`src/rtl/cache_flush_ctrl_pkg.sv`:
```
// Shared widths and state encoding for the L1 data-cache flush sequencer.
package cache_flush_ctrl_pkg;

    localparam int FL_WAYS      = 4;
    localparam int FL_IDX_BITS  = 13;
    localparam int FL_TAG_BITS  = 14;
    localparam int FL_LINE_BITS = 256;
    localparam int FL_CNT_BITS  = 16;

    typedef enum logic [2:0] {
        FL_IDLE   = 3'd0,
        FL_ARB    = 3'd1,
        FL_RD_SET = 3'd2,
        FL_LATCH  = 3'd3,
        FL_SEL    = 3'd4,
        FL_WB     = 3'd5,
        FL_UPD    = 3'd6,
        FL_DONE   = 3'd7
    } fl_state_t;

endpackage

```
`src/rtl/cache_flush_ctrl_lowbit_sel.sv`:
```
// Lowest-set-bit priority encoder: picks the first pending way, way 0 first.
module lowbit_sel #(
    parameter int WAYS     = 4,
    parameter int WAY_BITS = $clog2(WAYS)
) (
    input  logic [WAYS-1:0]     bits,
    output logic [WAY_BITS-1:0] way,
    output logic                found
);

    // Scan from the top so the lowest set bit is the last one written.
    always_comb begin
        way   = {WAY_BITS{1'b0}};
        found = |bits;
        for (int i = WAYS - 1; i >= 0; i--) begin
            if (bits[i]) begin
                way = WAY_BITS'(i);
            end else begin
                way = way;
            end
        end
    end

endmodule

```
`src/rtl/cache_flush_ctrl.sv`:
```
// Flush/write-back sequencer: walks every set, writes back valid+dirty lines,
// and optionally invalidates each set and resets its pseudo-LRU bits.
module cache_flush_ctrl
    import cache_flush_ctrl_pkg::*;
#(
    parameter int WAYS         = FL_WAYS,
    parameter int IDX_BITS     = FL_IDX_BITS,
    parameter int TAG_BITS     = FL_TAG_BITS,
    parameter int LINE_BITS    = FL_LINE_BITS,
    parameter int MM_ADDR_BITS = TAG_BITS + IDX_BITS,
    parameter int CNT_BITS     = FL_CNT_BITS
) (
    input  logic                      clk,
    input  logic                      reset,
    input  logic                      flush_req,
    input  logic                      flush_inv,
    output logic                      flush_busy,
    output logic                      flush_done,
    output logic [CNT_BITS-1:0]       wb_count,
    output logic                      dp_req,
    input  logic                      dp_gnt,
    output logic [IDX_BITS-1:0]       arr_idx,
    output logic                      arr_rd,
    input  logic [WAYS-1:0]           valid_in,
    input  logic [WAYS-1:0]           dirty_in,
    input  logic [WAYS*TAG_BITS-1:0]  tag_in,
    input  logic [WAYS*LINE_BITS-1:0] line_in,
    output logic [WAYS-1:0]           dirty_clr,
    output logic [WAYS-1:0]           valid_clr,
    output logic                      lru_rst,
    output logic                      mm_wr_req,
    output logic [MM_ADDR_BITS-1:0]   mm_wr_addr,
    output logic [LINE_BITS-1:0]      mm_wr_data,
    input  logic                      mm_wr_ack
);

    localparam int WAY_BITS = $clog2(WAYS);

    fl_state_t                 state;
    logic                      inv_r;
    logic [WAYS-1:0]           pend_r;
    logic [WAYS*TAG_BITS-1:0]  tag_r;
    logic [WAYS*LINE_BITS-1:0] line_r;
    logic [WAY_BITS-1:0]       wb_way_r;
    logic [WAY_BITS-1:0]       sel_way_s;
    logic                      sel_found_s;

    lowbit_sel #(
        .WAYS     (WAYS),
        .WAY_BITS (WAY_BITS)
    ) u_lowbit_sel (
        .bits  (pend_r),
        .way   (sel_way_s),
        .found (sel_found_s)
    );

    // The dirty clear must land in the ack cycle itself, so it is decoded from
    // the registered way and state rather than delayed a cycle.
    always_comb begin
        dirty_clr = {WAYS{1'b0}};
        if ((state == FL_WB) && mm_wr_ack) begin
            dirty_clr = {{(WAYS-1){1'b0}}, 1'b1} << wb_way_r;
        end else begin
            dirty_clr = {WAYS{1'b0}};
        end
    end

    // Sequencer FSM with registered outputs.
    always_ff @(posedge clk or posedge reset) begin
        if (reset) begin
            state      <= FL_IDLE;
            inv_r      <= 1'b0;
            pend_r     <= {WAYS{1'b0}};
            tag_r      <= {(WAYS*TAG_BITS){1'b0}};
            line_r     <= {(WAYS*LINE_BITS){1'b0}};
            wb_way_r   <= {WAY_BITS{1'b0}};
            flush_busy <= 1'b0;
            flush_done <= 1'b0;
            wb_count   <= {CNT_BITS{1'b0}};
            dp_req     <= 1'b0;
            arr_idx    <= {IDX_BITS{1'b0}};
            arr_rd     <= 1'b0;
            valid_clr  <= {WAYS{1'b0}};
            lru_rst    <= 1'b0;
            mm_wr_req  <= 1'b0;
            mm_wr_addr <= {MM_ADDR_BITS{1'b0}};
            mm_wr_data <= {LINE_BITS{1'b0}};
        end else begin
            case (state)
                FL_IDLE: begin
                    if (flush_req) begin
                        inv_r      <= flush_inv;
                        arr_idx    <= {IDX_BITS{1'b0}};
                        wb_count   <= {CNT_BITS{1'b0}};
                        flush_busy <= 1'b1;
                        dp_req     <= 1'b1;
                        state      <= FL_ARB;
                    end else begin
                        state <= FL_IDLE;
                    end
                end
                FL_ARB: begin
                    if (dp_gnt) begin
                        arr_rd <= 1'b1;
                        state  <= FL_RD_SET;
                    end else begin
                        state <= FL_ARB;
                    end
                end
                FL_RD_SET: begin
                    arr_rd <= 1'b0;
                    state  <= FL_LATCH;
                end
                FL_LATCH: begin
                    tag_r  <= tag_in;
                    line_r <= line_in;
                    pend_r <= valid_in & dirty_in;
                    state  <= FL_SEL;
                end
                FL_SEL: begin
                    if (sel_found_s) begin
                        wb_way_r   <= sel_way_s;
                        mm_wr_req  <= 1'b1;
                        mm_wr_addr <= {tag_r[sel_way_s*TAG_BITS +: TAG_BITS], arr_idx};
                        mm_wr_data <= line_r[sel_way_s*LINE_BITS +: LINE_BITS];
                        state      <= FL_WB;
                    end else begin
                        valid_clr <= inv_r ? {WAYS{1'b1}} : {WAYS{1'b0}};
                        lru_rst   <= inv_r;
                        state     <= FL_UPD;
                    end
                end
                FL_WB: begin
                    if (mm_wr_ack) begin
                        pend_r[wb_way_r] <= 1'b0;
                        mm_wr_req        <= 1'b0;
                        if (wb_count != {CNT_BITS{1'b1}}) begin
                            wb_count <= wb_count + CNT_BITS'(1);
                        end else begin
                            wb_count <= wb_count;
                        end
                        state <= FL_SEL;
                    end else begin
                        state <= FL_WB;
                    end
                end
                FL_UPD: begin
                    valid_clr <= {WAYS{1'b0}};
                    lru_rst   <= 1'b0;
                    if (arr_idx == {IDX_BITS{1'b1}}) begin
                        flush_done <= 1'b1;
                        state      <= FL_DONE;
                    end else begin
                        arr_idx <= arr_idx + IDX_BITS'(1);
                        arr_rd  <= 1'b1;
                        state   <= FL_RD_SET;
                    end
                end
                FL_DONE: begin
                    flush_done <= 1'b0;
                    flush_busy <= 1'b0;
                    dp_req     <= 1'b0;
                    state      <= FL_IDLE;
                end
                default: begin
                    flush_busy <= 1'b0;
                    flush_done <= 1'b0;
                    dp_req     <= 1'b0;
                    arr_rd     <= 1'b0;
                    valid_clr  <= {WAYS{1'b0}};
                    lru_rst    <= 1'b0;
                    mm_wr_req  <= 1'b0;
                    state      <= FL_IDLE;
                end
            endcase
        end
    end

endmodule

```
`config.mk`:
```
export PLATFORM = sky130hd
export DESIGN_NAME = cache_flush_ctrl
export DESIGN_NICKNAME = d
export VERILOG_FILES = /design/src/rtl/cache_flush_ctrl_pkg.sv /design/src/rtl/cache_flush_ctrl_lowbit_sel.sv /design/src/rtl/cache_flush_ctrl.sv
export SDC_FILE = /design/constraint.sdc
export NUM_CORES = 2
export LEC_CHECK = 0
export CORE_AREA = 2 2 553 555
export CTS_CLUSTER_DIAMETER = 50
export DETAILED_ROUTE_END_ITERATION = 10
export DIE_AREA = 0 0 555 557
export SLEW_MARGIN = 40
export SYNTH_ARGS = -nofsm -noshare
export SYNTH_HDL_FRONTEND = slang
export SYNTH_SLANG_ARGS = --single-unit
```
`constraint.sdc`:
```
create_clock -name clk -period 50 [get_ports clk]
set_input_delay 10 -clock clk [delete_from_list [all_inputs] [get_ports clk]]
set_output_delay 10 -clock clk [all_outputs]
set_load 0.005 [all_outputs]
```
==> key figures <==
Run status
  – Status: finished, final reports clean

Placement
  – Final Wtd Congestion: 0.9073
  – DP Area: 77,800 um2
  – Port buffer count: 1,419
  – Placed insts: 11.47k
  – Dpl hpwl: 190.1 mm

Synth
  – FFs w/ async S/R, synth: 100.0%
  – Top post-synthesis cells by area: dfrtp_1 59%, nand2_1 22%, mux2i_1 9.1%
  – Area leader, netlist: dfrtp_1
  – Synth cell types: 56
  – #FFs+latches synth: 1,407
  – Post-Syn Nets: approximately 7.5k
  – EDFF count, synth: 0
  – Mean Syn Cell Area: 9.328 um2
  – Synthesized cell area: 59,500 um2
  – Synth top area share: between 50% and 60%
  – Synth warn: 0
  – Seq/Total Area, Yosys: 59.18%
  – Ys flop type: dfrtp_1
  – Post-Synthesis Cells: 6,378

Power and ir drop
  – Pwr/cell area: 64.55 nW/um2
  – Overall Power: 5.490 mW
  – Maximum VDD drop: 0.00003658 V
  – Static Leak: ~42 nW

Timing
  – Tmin final: roughly 22 ns
  – Fin. max-slew vios: 0
  – Layout Skew: just over 0.05 ns
  – RSZ-0062 raised after global routing: false
  – Fmax: 0.04544 GHz
  – Final hold vios: 0
  – Least-Margin Pin Slew: 0.9335 ns
  – Period utilization: 44.02%
  – Setup TNS Final: 0 ns
  – Max-slew headroom: 37.77%
  – Final setup violation count: 0

Floorplan
  – Die width: 555 um
  – Num rows: just over 200
  – Die height: 557 um
  – Area of the die: 309,100 um2
  – I/O pin count: ~1.4k
  – Initial core utilization: between 15 and 20%
  – Core Region: 304,000 um2

Critical path
  – CP Buf/Inv Count: 2
  – Max FO, Critical Path: 8
  – Crit path kind: in2out
  – Crit path launch type: primary input
  – CP dominant cell by count: clkdlybuf4s50_1
  – Worst Setup SP: mm_wr_ack
  – Crit end category: output port
  – CP delay by family, top: buffers and inverters
  – CP Depth: 4
  – Max incr delay on CP: 0.60 ns
  – Reg2Reg Depth: 10
  – Arrival @ worst endpoint: about 12 ns
  – Cells along the critical path: clkdlybuf4s50_1 -> nand2_1 -> nor3b_1 -> clkdlybuf4s50_1
  – Slowest cell on the critical path: clkdlybuf4s50_1
  – Reg2reg start: state[2]$_DFF_PP0_
  – Worst EP required: 40.00 ns

Clock network
  – Clock buffer count from CTS: 198
  – Post-CTS Setup Inserts: 0
  – CTS resizes: 0
  – # hold bufs at CTS: 0
  – Clk slew on worst S/H paths: roughly 0.04 ns
  – Worst-Skew Late Latency: about 0.83 ns
  – Htree depth: 4
  – CTS tree: done
  – Clk root buf: clkbuf_16
  – Clock Sinks: 1,407
  – Maximum clock insertion buffer count: 4

Layout
  – Final Instance Area: ~85,000 um2
  – Non-Filler Instances: 11.89k
  – Filler cells: 32.18k
  – Most common cell after layout, fill and taps aside: nand2_1
  – Area Growth Syn to Fin: 42.97%
  – Most frequent cells in the layout: 3,550 x nand2_1, 1,419 x clkdlybuf4s50_1, 1,407 x dfrtp_1
  – Share of post-route cells with drive strength above 1: about 6%
  – Nets: 8,774

Routing
  – Via count: 50.32k
  – Wire per inst: 21.52 um
  – DR vias/cell: 4.233
  – Number of nets with antenna violations after routing: 0
  – DRC viols: 0
  – Routed wire length: about 260 mm
  – Router iterations before antenna repair: 6
  – DRT iter0 DRCs: about 4.2k

Min path
  – Worst Min Path Start: line_r[385]$_DFFE_PP0P_
  – Hold depth: 2
  – Worst min path class: reg2reg

Flow run
  – Max_cap viols: 0

GRT
  – First-pass GRT wire length: roughly 360 mm
  – GRT Resource Usage Total: 15.96%
  – Largest net degree at the start of global routing: 202
  – GR Overflow Total: 0
  – Initial antenna violation count: 80
  – Vias in the first global route: 50.01k
## layout make-up
cell class                      instances  area, um2  area share, %
Inverter                                5      26.28        0.03089
Clock inverter                        113       1475          1.734
Timing Repair Buffer                 1510      15240          17.91
Clock buffer                          246       5468          6.428
Tap cell                             3997       5001          5.879
Antenna cell                           52      130.1         0.1530
Sequential cell                      1407      35210          41.39
Multi-Input combinational cell       4556      22520          26.47
## cell families after synthesis
group / Yosys count / share of synthesized area, %
simple gates: 3635 / 23.30
fa+ha+maj: 2 / 0.04205
buf+inv: 415 / 3.169
flops: 1407 / 59.18
compound gates: 366 / 4.976
mux: 553 / 9.331
## synth_stat cells (all sizes together) (13+ instances only)
master	count
mux2i	540
a21oi	18
o21ai	44
buf	260
clkbuf	150
mux2	13
o221ai	270
nor2	18
nand2	3551
dfrtp	1407
nand3	16
## final timing paths
| path | endpoint | slack, ns |
|---|---|---|
| hold reg to reg | line_r[385]$_DFFE_PP0P_ | 0.47 |
| setup / recovery | dirty_clr[2] | 27.99 |
| max in group asynchronous | line_r[200]$_DFFE_PP0P_ | 35.28 |
| hold / removal | line_r[385]$_DFFE_PP0P_ | 0.47 |
| setup reg to reg | line_r[938]$_DFFE_PP0P_ | 44.96 |
| min in group asynchronous | line_r[849]$_DFFE_PP0P_ | 9.52 |
## sequential cells by signal, indices dropped and copies added (netlist names), 2 cells and up
signal / count
mm_wr_addr: 27
arr_idx: 13
state: 3
mm_wr_data: 256
wb_way_r: 2
wb_count: 16
line_r: 1024
pend_r: 4
tag_r: 56
## worst reg2reg max path, stage by stage, from the launching register on
cell	delay [ns]
dfrtp_1	0.57
inv_1	0.27
nand3_4	0.58
buf_4	0.65
buf_4	0.50
buf_4	0.72
buf_4	0.68
buf_4	0.47
buf_12	0.29
nand2_1	0.15
nand2_1	0.08
## layer usage
metal / up-vias / share of wire [%] / global-route usage [%]
met5: - / 0.12 / 0
met4: 48 / 3.2 / 5.321
met3: 387 / 9.2 / 5.496
met2: 1913 / 46 / 25.29
met1: 24610 / 42 / 20.20
li1: 23360 / - / -
## power by group
group / switching [mW] / total [mW] / internal (mW)
Combinational: 1.19 / 2.00 / 0.819
Clock: 0.573 / 1.47 / 0.900
Sequential: 0.336 / 2.01 / 1.68
Total: 2.09 / 5.49 / 3.40
## stage by stage
step	worst slack (ns)	util, %	hold WS (ns)
2_1_floorplan	0.3244	-	0.4450
3_3_place_gp	28.05	25.53	0.4562
3_5_place_dp	28.03	25.59	0.4611
4_1_cts	28.01	27.87	0.4734
5_1_grt	27.94	27.96	0.4833
6_report	27.99	27.98	0.4689
(Power assumes the default switching activity.)
